$ cat src/rtl/inst_encoder_pkg.sv
// Shared definitions for the RV32I instruction encoder: opcode class codes
// (instruction[6:2], same values ImmGen decodes), the NOP word, immediate
// field widths, the request payload, and range-check helpers.
package inst_encoder_pkg;

  // Opcode class codes, instruction[6:2]
  localparam logic [4:0] OPC_LOAD    = 5'b00000;
  localparam logic [4:0] OPC_ARITH_I = 5'b00100;
  localparam logic [4:0] OPC_AUIPC   = 5'b00101;
  localparam logic [4:0] OPC_STORE   = 5'b01000;
  localparam logic [4:0] OPC_ARITH_R = 5'b01100;
  localparam logic [4:0] OPC_LUI     = 5'b01101;
  localparam logic [4:0] OPC_BRANCH  = 5'b11000;
  localparam logic [4:0] OPC_JALR    = 5'b11001;
  localparam logic [4:0] OPC_JAL     = 5'b11011;

  // funct3 codes that turn ARITH_I into a shift-by-immediate
  localparam logic [2:0] F3_SLL = 3'b001;
  localparam logic [2:0] F3_SRX = 3'b101;

  // addi x0, x0, 0
  localparam logic [31:0] NOP_INST = 32'h0000_0013;

  // Signed field widths (including sign bit) and shift-amount width
  localparam int unsigned IMM_I_W = 12;
  localparam int unsigned IMM_S_W = 12;
  localparam int unsigned IMM_B_W = 13;
  localparam int unsigned IMM_J_W = 21;
  localparam int unsigned SHAMT_W = 5;
  localparam int unsigned U_LOW_W = 12;

  // Decoded request as captured in stage 1
  typedef struct packed {
    logic [4:0]  opcode;
    logic [4:0]  rd;
    logic [4:0]  rs1;
    logic [4:0]  rs2;
    logic [2:0]  funct3;
    logic [6:0]  funct7;
    logic [31:0] imm;
  } enc_req_t;

  // True when the immediate is a shift amount rather than a signed value
  function automatic logic is_shift(input logic [4:0] opcode, input logic [2:0] funct3);
    return (opcode == OPC_ARITH_I) && ((funct3 == F3_SLL) || (funct3 == F3_SRX));
  endfunction

  // All bits above the field's sign bit must replicate it
  function automatic logic fits_signed(input logic [31:0] imm, input int unsigned width);
    logic [31:0] hi;
    hi = 32'($signed(imm) >>> (width - 1));
    return (hi == '0) || (hi == '1);
  endfunction

endpackage

$ cat src/rtl/inst_encoder_imm_range_check.sv
// Combinational immediate legality check for one request.
// Ports: i_opcode (instr[6:2] class), i_funct3, i_imm (signed immediate),
//        o_legal_c (1 = request encodable without loss).
module inst_encoder_imm_range_check
  import inst_encoder_pkg::*;
(
  input  logic [4:0]  i_opcode,
  input  logic [2:0]  i_funct3,
  input  logic [31:0] i_imm,
  output logic        o_legal_c
);

  // Per-format range and alignment rules
  always_comb begin
    o_legal_c = 1'b0;
    case (i_opcode)
      OPC_ARITH_R: o_legal_c = 1'b1;
      OPC_ARITH_I: begin
        if (is_shift(i_opcode, i_funct3)) o_legal_c = (i_imm[31:SHAMT_W] == '0);
        else                              o_legal_c = fits_signed(i_imm, IMM_I_W);
      end
      OPC_LOAD, OPC_JALR: o_legal_c = fits_signed(i_imm, IMM_I_W);
      OPC_STORE:          o_legal_c = fits_signed(i_imm, IMM_S_W);
      OPC_BRANCH:         o_legal_c = fits_signed(i_imm, IMM_B_W) && !i_imm[0];
      OPC_JAL:            o_legal_c = fits_signed(i_imm, IMM_J_W) && !i_imm[0];
      OPC_LUI, OPC_AUIPC: o_legal_c = (i_imm[U_LOW_W-1:0] == '0);
      default:            o_legal_c = 1'b0;
    endcase
  end

endmodule

$ cat src/rtl/inst_encoder.sv
// RV32I instruction encoder: inverse of ImmGen. Two-stage valid/ready pipe
// (S1 = request + legality, S2 = assembled word), word address counter and
// saturating error counter.
// Ports: clk, rst_n (sync, active-low), clear (reload address);
//        in_* request handshake and fields; out_valid/out_ready handshake,
//        out_inst, out_addr, out_err; err_count (saturating, 8 bit).
module inst_encoder
  import inst_encoder_pkg::*;
#(
  parameter int unsigned ADDR_W    = 8,
  parameter int unsigned BASE_ADDR = 0
) (
  input  logic              clk,
  input  logic              rst_n,
  input  logic              clear,
  input  logic              in_valid,
  output logic              in_ready,
  input  logic [4:0]        in_opcode,
  input  logic [4:0]        in_rd,
  input  logic [4:0]        in_rs1,
  input  logic [4:0]        in_rs2,
  input  logic [2:0]        in_funct3,
  input  logic [6:0]        in_funct7,
  input  logic [31:0]       in_imm,
  output logic              out_valid,
  input  logic              out_ready,
  output logic [31:0]       out_inst,
  output logic [ADDR_W-1:0] out_addr,
  output logic              out_err,
  output logic [7:0]        err_count
);

  localparam logic [7:0] ERR_MAX = 8'hFF;

  enc_req_t          w_req;
  logic              w_legal;
  logic              w_s1_adv;
  logic              w_s2_adv;
  logic              w_out_fire;
  logic [6:0]        w_op;
  logic [31:0]       w_inst;

  logic              r_s1_valid;
  enc_req_t          r_s1_req;
  logic              r_s1_legal;
  logic              r_out_valid;
  logic [31:0]       r_out_inst;
  logic              r_out_err;
  logic [ADDR_W-1:0] r_addr;
  logic [7:0]        r_err_count;

  assign w_req = '{opcode: in_opcode, rd: in_rd, rs1: in_rs1, rs2: in_rs2,
                   funct3: in_funct3, funct7: in_funct7, imm: in_imm};

  // Legality is evaluated on the incoming request and captured with it in S1
  inst_encoder_imm_range_check u_imm_range_check (
    .i_opcode  (in_opcode),
    .i_funct3  (in_funct3),
    .i_imm     (in_imm),
    .o_legal_c (w_legal)
  );

  // A stage loads when it is empty or its contents leave this cycle
  assign w_s2_adv   = !r_out_valid || out_ready;
  assign w_s1_adv   = !r_s1_valid || w_s2_adv;
  assign w_out_fire = r_out_valid && out_ready;
  assign in_ready   = w_s1_adv;

  // Scatter S1 fields into the instruction word; illegal requests become NOP
  always_comb begin
    w_op   = {r_s1_req.opcode, 2'b11};
    w_inst = NOP_INST;
    case (r_s1_req.opcode)
      OPC_ARITH_R:
        w_inst = {r_s1_req.funct7, r_s1_req.rs2, r_s1_req.rs1, r_s1_req.funct3, r_s1_req.rd, w_op};
      OPC_ARITH_I: begin
        if (is_shift(r_s1_req.opcode, r_s1_req.funct3))
          w_inst = {r_s1_req.funct7, r_s1_req.imm[4:0], r_s1_req.rs1, r_s1_req.funct3,
                    r_s1_req.rd, w_op};
        else
          w_inst = {r_s1_req.imm[11:0], r_s1_req.rs1, r_s1_req.funct3, r_s1_req.rd, w_op};
      end
      OPC_LOAD, OPC_JALR:
        w_inst = {r_s1_req.imm[11:0], r_s1_req.rs1, r_s1_req.funct3, r_s1_req.rd, w_op};
      OPC_STORE:
        w_inst = {r_s1_req.imm[11:5], r_s1_req.rs2, r_s1_req.rs1, r_s1_req.funct3,
                  r_s1_req.imm[4:0], w_op};
      OPC_BRANCH:
        w_inst = {r_s1_req.imm[12], r_s1_req.imm[10:5], r_s1_req.rs2, r_s1_req.rs1,
                  r_s1_req.funct3, r_s1_req.imm[4:1], r_s1_req.imm[11], w_op};
      OPC_JAL:
        w_inst = {r_s1_req.imm[20], r_s1_req.imm[10:1], r_s1_req.imm[11], r_s1_req.imm[19:12],
                  r_s1_req.rd, w_op};
      OPC_LUI, OPC_AUIPC:
        w_inst = {r_s1_req.imm[31:12], r_s1_req.rd, w_op};
      default: w_inst = NOP_INST;
    endcase
    if (!r_s1_legal) w_inst = NOP_INST;
  end

  // Stage 1: request capture
  always_ff @(posedge clk) begin
    if (!rst_n) begin
      r_s1_valid <= 1'b0;
      r_s1_req   <= '0;
      r_s1_legal <= 1'b0;
    end else if (w_s1_adv) begin
      r_s1_valid <= in_valid;
      if (in_valid) begin
        r_s1_req   <= w_req;
        r_s1_legal <= w_legal;
      end
    end
  end

  // Stage 2: assembled word, held while stalled
  always_ff @(posedge clk) begin
    if (!rst_n) begin
      r_out_valid <= 1'b0;
      r_out_inst  <= '0;
      r_out_err   <= 1'b0;
    end else if (w_s2_adv) begin
      r_out_valid <= r_s1_valid;
      if (r_s1_valid) begin
        r_out_inst <= w_inst;
        r_out_err  <= !r_s1_legal;
      end
    end
  end

  // Address and error counters; clear wins over a same-cycle increment
  always_ff @(posedge clk) begin
    if (!rst_n) begin
      r_addr      <= ADDR_W'(BASE_ADDR);
      r_err_count <= '0;
    end else begin
      if (clear)           r_addr <= ADDR_W'(BASE_ADDR);
      else if (w_out_fire) r_addr <= r_addr + ADDR_W'(1);
      if (w_out_fire && r_out_err && (r_err_count != ERR_MAX))
        r_err_count <= r_err_count + 8'd1;
    end
  end

  assign out_valid = r_out_valid;
  assign out_inst  = r_out_inst;
  assign out_err   = r_out_err;
  assign out_addr  = r_addr;
  assign err_count = r_err_count;

endmodule

$ cat config.mk
export PLATFORM = sky130hd
export DESIGN_NAME = inst_encoder
export DESIGN_NICKNAME = d
export VERILOG_FILES = /design/src/rtl/inst_encoder_pkg.sv /design/src/rtl/inst_encoder_imm_range_check.sv /design/src/rtl/inst_encoder.sv
export SDC_FILE = /design/constraint.sdc
export NUM_CORES = 1
export LEC_CHECK = 0
export CAP_MARGIN = 10
export CORE_ASPECT_RATIO = 0.8
export CORE_MARGIN = 10
export CORE_UTILIZATION = 50
export DETAILED_ROUTE_END_ITERATION = 7
export PLACE_DENSITY = 0.8
export SYNTH_ARGS = -nofsm -noshare
export SYNTH_HDL_FRONTEND = slang
export SYNTH_SLANG_ARGS = --single-unit
$ cat constraint.sdc
create_clock -name clk -period 1.7 [get_ports clk]
set_input_delay 0.34 -clock clk [delete_from_list [all_inputs] [get_ports clk]]
set_output_delay 0.34 -clock clk [all_outputs]
set_load 0.005 [all_outputs]
# Word-level counts from Yosys, hierarchy flattened
# Cells that the tools add are included.
# classes
n_addsub	2
eq_ne	24
n_mux	5
n_bitwise	1
n_reduce_logical	32
# ops
op	count
one-hot mux 32 bit (7 select lines)	1
== test 32 bit, second input constant	3
zero test 32 bit	3
two-way mux 32 bit	2
== test 5 x 4 -> 1 bit, second input constant	6
== test 5 bit, second input constant	6
zero test 27 bit	1
== test 5 x 3 -> 1 bit, second input constant	4
adder 8 x 1 -> 8 bit, second input constant	2
zero test 12 bit	1
zero test 5 bit	2
!= test 8 bit, second input constant	1
OR reduction 2 bit	4
logical AND 1 bit	7
logical OR 1 bit	7
== test 3 x 1 -> 1 bit, second input constant	2
== test 3 bit, second input constant	2
one-hot mux 1 bit (6 select lines)	1
zero test 1 bit	4
AND reduction 2 bit	2
OR reduction 3 bit	1
two-way mux 1 bit	1
NOT 1 bit	1
# word_totals
reg_bits	114
in_bits	67
out_inout_bits	51
wordCells	78

# Logic depth before layout (Yosys ltp)
# Gate-level depths: netlist (run 1).
# depth
word_depth	6
mapped_depth	7

# Hierarchy
# A second synthesis (run 1) with hierarchy kept.
# unflattened
cells_unflattened	589
hier_area_um2	4855.9
# by_module_without_submodules
mod	n_inst	cells_per_inst	area_each_um2	seq_area_each_um2
inst_encoder	1	546	4574.4	2262.2
inst_encoder_imm_range_check	1	43	281.5	0.0

# Worst setup path after synthesis (run 1)
# No wires, ideal clock.
# synth_path
path_kind	register to register
startpoint	register r_s1_req[61] in the netlist's numbering
endpoint	register r_out_inst[13] (netlist: out_inst[13])
setup_ns	0.122
arrival_time_ns	1.400
t_required_ns	1.578
slack_ns	0.178
path_stages_with_launch	7
path_buffers	2
synth_period_minus_slack_ns	1.522
path_cell_list	dfxtp_1 > and4b_1 > buf_6 > a21oi_2 > and3b_1 > buf_6 > a221o_1
# synth_via
elab_chain_cells	4
word_cells_on_any_way	13
cone_classes	eq/ne (8); mux (2); reduce/logical (3)
# synth_lines
element	line	rtl
from (decl)	inst_encoder.sv:44	enc_req_t r_s1_req;
from (signal assigned)	inst_encoder.sv:110	r_s1_req <= w_req;
== test 5 x 4 -> 1 bit (tied with other cells)	inst_encoder.sv:73	case (r_s1_req.opcode)
OR reduction 2 bit	inst_encoder.sv:73	
one-hot mux 32 bit (7 select lines) *	inst_encoder.sv:73	
two-way mux 32 bit *	inst_encoder.sv:98	if (!r_s1_legal) w_inst = NOP_INST;
to (signal assigned)	inst_encoder.sv:125	r_out_inst <= w_inst;
to (decl)	inst_encoder.sv:47	logic [31:0] r_out_inst;
# Every way passes the cells marked *; elsewhere a longest branch is shown, timed or not.
# A chain may end at the register's enable or synchronous reset.

# Worst setup path in the final report (run 1)
# layout_path
startpoint	register r_out_inst[6] (netlist: out_inst[6])
endpoint	output out_inst[6]
# layout_lines
element	line	rtl
to (decl)	inst_encoder.sv:27	output logic [31:0] out_inst,
# No word-level cell between the ends.

==> qor.txt, run 1 <==
Mapped Avg Cell Area: 8.61 sq um
H-tree levels: 4
Skew final: 7.94 ps
Synthesized cell area: 5110 sq um
Antenna viol nets, final: 0
Final Hold Viols: 0
Routability cong.: 0.905
Multi-input gate area: 2630 sq um
Peak VDD IR: 0.000617 V
Syn nets: 662
Post-synth ARST share: 0%
Netlist cell types: 60
DRC: 0
WS Path Type: reg2out
Initial Utilization: 52.1%
Clock Tree Root: clkbuf_16
Global Route Usage Sum: 22.2%
Vias/cell: 5.67
CP delay by family, top: buffers and inverters
Clock Latency Late Sink: 410 ps
Drt total wl: 16.5 mm
IO Port Bufs: 117
Crit path cell chain: clkdlybuf4s50_1
P&R area growth vs syn: 45.6%
CP max stage delay: 540 ps
CP Launch Type: register
Final instance area: 7440 sq um
Most common cell after layout, fill and taps aside: nand2_1
Register area share after synthesis: 44.3%
Top FF cell, synth: dfxtp_1
Fmax: 596 MHz
Hold_buf cts: 0
Rows: 32
Hold WC Path Type: in2reg
Pins Over Slew Limit: 0
Die area: 14700 sq um
Share of cells above drive strength 1: 16.7%
PD cells: 950 nW/um^2
Max Cap Viol: 0
Pin count of the biggest net entering global routing: 69
Number of flops mapped to enable cells by yosys: 0
Vias: 5110
Die Width: 133 um
Setup WS post-layout: 21.5 ps
Final period util: 98.7%
# fillers: 700
Seq cells post-synth: 113
First-pass GRT wire length: 26.9 mm
Placement Cell Area: 6780 sq um
GRT overflow: 0
Share of the synthesized area in the top cell type: 44.3%
Yosys top cell by area: dfxtp_1
Dpl hpwl: 11.9 mm
Fin Hold WS: 265 ps
Slew headroom: 71.8%
Data arrival, critical path: 1340 ps
DR iter-0 viols: 423
# diodes: 0
Post-place setup slack: -287 ps
Mapped Cells: 593
Synth warn: 0
Setup crit end kind: output pin
DR pass1 iterations: 5
Fin crit period: 1680 ps
Longest Clk Path Bufs: 2
Die height: 110 um
Commonest cells after routing, fill and taps aside: 151 x nand2_1, 112 x clkdlybuf4s50_1, 98 x dfxtp_1
CP max-delay cell: clkdlybuf4s50_1
Pleak: 0.00290 uW
Worst-Margin Slew: 421 ps
Setup violations, final: 0
CTS tree: built
Nets: 822
Worst Path Buf+Inv: 1
CP Max Fanout: 2
Clk slew on worst S/H paths: 50 ps
Initial antenna violation count: 0
# IOs: 118
Vias in the first global route: 5316
FF+latch area: 2280 sq um
Num CTS Buffers: 17
DR WL/cell: 18.3 um
Status: complete, no violations
Clock Sinks: 113
Core outline area: 9810 sq um
Synth top area cells: dfxtp_1 44%, nand2_1 11%, a21boi_0 9.7%, and2_1 2.2%, clkbuf_1 1.7%
CP Data Required Time: 1360 ps
[cells in the mapped netlist (6+ instances only)]
master    instances
nand2b_1          7
nand3_1           8
nand4_1          11
nor2_1           12
and3_1           13
a21boi_0         66
a22o_1            6
o21ai_0          14
clkbuf_1         23
a22oi_1           7
a221o_1           8
dfxtp_1         113
nor4_1            6
and2_1           18
nand2_1         152
a21oi_1          10
xor2_1            6
nor2b_1          12
inv_1             6
a31oi_1          10
xnor2_1           7
[logic make-up (layout without fill, tap and decap cells)]
| kind of cell | after synthesis | count (layout) | share of synthesized area [%] |
|---|---|---|---|
| adders and majority gates | 2 | 2 | 0.490 |
| DFF | 113 | 113 | 44.3 |
| xor gates and xnor gates | 13 | 13 | 2.23 |
| AOI/OAI and AO/OA | 153 | 153 | 22.7 |
| and+or+nand+nor | 261 | 261 | 25.1 |
| muxes | 3 | 3 | 0.612 |
| buffers and inverters | 48 | 221 | 4.63 |
[worst paths after layout]
check	startpoint	endpoint	slack, ps	depth (start not counted)
worst max-delay path	out_inst[6]$_SDFFE_PN0P_	out_inst[6]	20	1
worst max register to register	r_s1_req[58]$_SDFFE_PN0P_	out_inst[15]$_SDFFE_PN0P_	60	5
worst min-delay path	rst_n	r_s1_req[4]$_SDFFE_PN0P_	260	2
worst min register to register	out_inst[21]$_SDFFE_PN0P_	out_inst[21]$_SDFFE_PN0P_	450	2
[worst register-to-register path, cell delays in order, from the launching register on]
cell     delay, ps
dfxtp_2        340
buf_4          180
a211o_1        330
a21oi_4        220
and3b_2        320
a221o_1        200
[area by class of cell]
type / instances / share of cell area [%]
Clock buffer: 22 / 6.51
Sequential cell: 113 / 30.7
Clock inverter: 10 / 1.45
Timing Repair Buffer: 183 / 23.4
Tap cell: 136 / 2.29
Multi-Input combinational cell: 432 / 35.3
Inverter: 6 / 0.303
[where the power goes]
group          internal (uW)  leakage, uW  switching [uW]
combinational            399      0.00168             348
sequential              2750     0.000930            81.5
clock                   2290     0.000288            1200
[state kept, by name, summed over array words and instances, names as in the netlist]
register	cells
out_addr	8
err_count	8
r_s1_req	62
out_inst	31
r_s1_legal	1
out_valid	1
r_s1_valid	1
out_err	1
[metal layers]
| metal | track usage (%) | vias to the layer above | part of all wire (%) |
|---|---|---|---|
| li1 | - | 2414 | - |
| met1 | 26.1 | 2430 | 41 |
| met2 | 37.0 | 225 | 49 |
| met3 | 6.60 | 41 | 8.0 |
| met4 | 9.02 | 0 | 2.4 |
| met5 | 0 | - | 0 |
[metrics by stage]
| step | cells | setup TNS [ps] | util (%) | power (uW) |
|---|---|---|---|---|
| floorplan | 593 | 0 | - | 3170 |
| global placement | 867 | -13660 | 69.1 | 3580 |
| detailed placement | 867 | -17610 | 69.1 | 3600 |
| CTS | 900 | 0 | 75.3 | 7060 |
| global route | 902 | -2.23 | 75.8 | 7270 |
| finish | 902 | 0 | 75.8 | 7070 |
[what timing repair did]
| action | 4_1_cts | 5_1_grt |
|---|---|---|
| buffers inserted | 1 | 2 |
| setup endpoints to repair | 15 | 29 |
| pin swaps | 1 | 3 |
| gates resized for setup | 10 | 19 |
Note: power is estimated with default switching activity, not from simulation.
==> run 2, diff against run 1 <==
Settings changed: ABC_AREA set to 1, CORE_ASPECT_RATIO 0.8 to 0.75.
==> qor.txt, run 2 <==
Status: complete, no violations
Internal Power: 5610 uW
Fmax: 610 MHz
# fillers: 788
Data arrival, critical path: 1300 ps
# IOs: 118
Pins Over Slew Limit: 0
Final Hold Viols: 0
PD cells: 1020 nW/um^2
DR iter-0 viols: 442
CP max-delay cell: clkdlybuf4s50_1
Clock Tree Root: clkbuf_16
First-pass GRT wire length: 25.6 mm
Overall Power: 7330 uW
Netlist cell types: 27
Fin crit period: 1640 ps
Worst-Margin Slew: 454 ps
Antenna viol nets, final: 0
Core outline area: 9770 sq um
Post-synth ARST share: 0%
CP Data Required Time: 1360 ps
WS Path Type: reg2out
Drt total wl: 16.1 mm
CTS tree: built
Most common cell after layout, fill and taps aside: nand2_1
IO Port Bufs: 117
Max Cap Viol: 0
DR WL/cell: 15.4 um
CP delay by family, top: buffers and inverters
P&R area growth vs syn: 41.4%
Switching Power: 1720 uW
Synth Area in Simple Gates: 33.5%
# diodes: 0
Number of flops mapped to enable cells by yosys: 0
Clock Latency Late Sink: 410 ps
Hold WC Path Type: reg2reg
Share of the synthesized area in the top cell type: 44.6%
Post-place setup slack: -188 ps
Synthesized cell area: 5070 sq um
Clock share of power: 50.7%
Synth top cells by count: 215 x nand2_1, 164 x nor2_1, 113 x dfxtp_1
Largest Register: r_s1_req
Max reg flops: 62
Logic pwr share: 10.4%
Die height: 107 um
Num CTS Buffers: 17
Syn nets: 840
Final period util: 96.4%
Sequential share of power: 38.9%
Skew final: 6.45 ps
Seq cells post-synth: 113
GRT overflow: 0
RSZ-0062 raised after global routing: false
Mapped Cells: 771
Setup WS post-layout: 61.0 ps
Register area share after synthesis: 44.6%
Mux contribution to synthesized area: 0%
Adder-cell share of the synthesized area: 0.493%
Longest Clk Path Bufs: 2
Vias: 5575
Vias in the first global route: 5231
Clk slew on worst S/H paths: 50 ps
Setup crit end kind: output pin
Sw frac: 23.5%
Initial antenna violation count: 0
Dpl hpwl: 11.9 mm
Die Width: 136 um
Global Route Usage Sum: 21.7%
Synth warn: 0
CP Launch Type: register
CP Max Fanout: 6
Worst Path Buf+Inv: 1
Count leader, synth: nand2_1
H-tree levels: 4
Pin count of the biggest net entering global routing: 75
CP max stage delay: 520 ps
Vias/cell: 5.33
Crit path cell chain: clkdlybuf4s50_1
Commonest cells after routing, fill and taps aside: 211 x nand2_1, 164 x nor2_1, 113 x clkdlybuf4s50_1
Clock Sinks: 113
Yosys top cell by area: dfxtp_1
Largest family of logic cells by synthesized area: simple AND/OR/NAND/NOR gates
Mapped Avg Cell Area: 6.58 sq um
Reg2reg setup slack: 100 ps
Share of cells above drive strength 1: 8.98%
Top FF cell, synth: dfxtp_1
Setup violations, final: 0
DR pass1 iterations: 5
Pleak: 0.00302 uW
Slew headroom: 69.6%
Peak VDD IR: 0.000805 V
DRC: 0
Initial Utilization: 51.9%
Die area: 14600 sq um
Synth top area cells: dfxtp_1 45%, nand2_1 16%, nor2_1 12%, o21ai_0 7.3%, a21oi_1 6.3%
Routability cong.: 0.918
Xor and xnor area share after synthesis: 1.04%
Nets: 970
Rows: 31
Compound-cell area share of the yosys netlist: 14.1%
[run 2: timing repair]
item / CTS / global route
resized for setup: 6 / 20
setup endpoints to repair: 6 / 38
gates cloned: 0 / 0
buffers inserted: 0 / 0
hold buffers: 0 / 0
[run 2: path summary, 6_finish.rpt]
path | end | cells after the start | from
worst min-delay path | out_addr[2]$_SDFFE_PP0P_ | 2 | out_addr[2]$_SDFFE_PP0P_
worst max register to register | out_inst[26]$_SDFFE_PN0P_ | 9 | r_s1_req[59]$_SDFFE_PN0P_
worst min register to register | out_addr[2]$_SDFFE_PP0P_ | 2 | out_addr[2]$_SDFFE_PP0P_
worst max-delay path | err_count[2] | 1 | err_count[2]$_SDFFE_PN0P_
[run 2: worst reg2reg max path: stages (launching register included)]
cell	delay, ps
dfxtp_1	410
inv_1	150
nor2_1	110
nand2_1	180
buf_4	210
nor2_1	150
a21oi_1	70
nand2_1	90
nand2_1	50
a21oi_1	120
[run 2: power by group through the flow]
stage	Clock (uW)	Combinational, uW	Sequential, uW
after floorplan	0	378	2880
after global placement	0	720	2890
after detailed placement	0	740	2900
after CTS	3730	747	2850
after global routing	3870	839	2860
final	3720	761	2850
[run 2: cells by family (layout without fill, tap and decap cells)]
| group | Yosys count | after routing |
|---|---|---|
| and+or+nand+nor | 428 | 428 |
| AOI/OAI and AO/OA | 141 | 141 |
| DFF | 113 | 113 |
| adders and majority gates | 2 | 2 |
| buffers and inverters | 81 | 223 |
| xor gates and xnor gates | 6 | 6 |
[run 2: per-layer routing]
metal,wire [um],global-route usage [%],up-vias
li1,-,-,2728
met1,7130,27.5,2569
met2,7260,33.9,245
met3,1450,7.84,33
met4,277,6.53,0
met5,0,0,-
[run 2: final cells by class]
type | instances | area, sq um | area share [%]
well taps | 132 | 165 | 2.30
clock buffers | 20 | 457 | 6.37
multi-input cells | 577 | 2510 | 35.0
flip-flops and latches | 113 | 2280 | 31.8
inverters | 49 | 184 | 2.56
clock inverters | 11 | 161 | 2.25
repair buffers | 143 | 1410 | 19.7
[run 2: stage by stage]
| step | std cells | setup TNS [ps] | utilization [%] | instance area (sq um) | hold slack (ps) |
|---|---|---|---|---|---|
| after floorplan | 771 | 0 | - | 5070 | 430 |
| after global placement | 1014 | -4580 | 66.6 | 6510 | 444 |
| after global routing | 1045 | 0 | 73.4 | 7170 | 480 |
| after detailed placement | 1014 | -9520 | 66.6 | 6510 | 455 |
| after CTS | 1045 | 0 | 72.9 | 7130 | 463 |
| final | 1045 | 0 | 73.4 | 7170 | 463 |
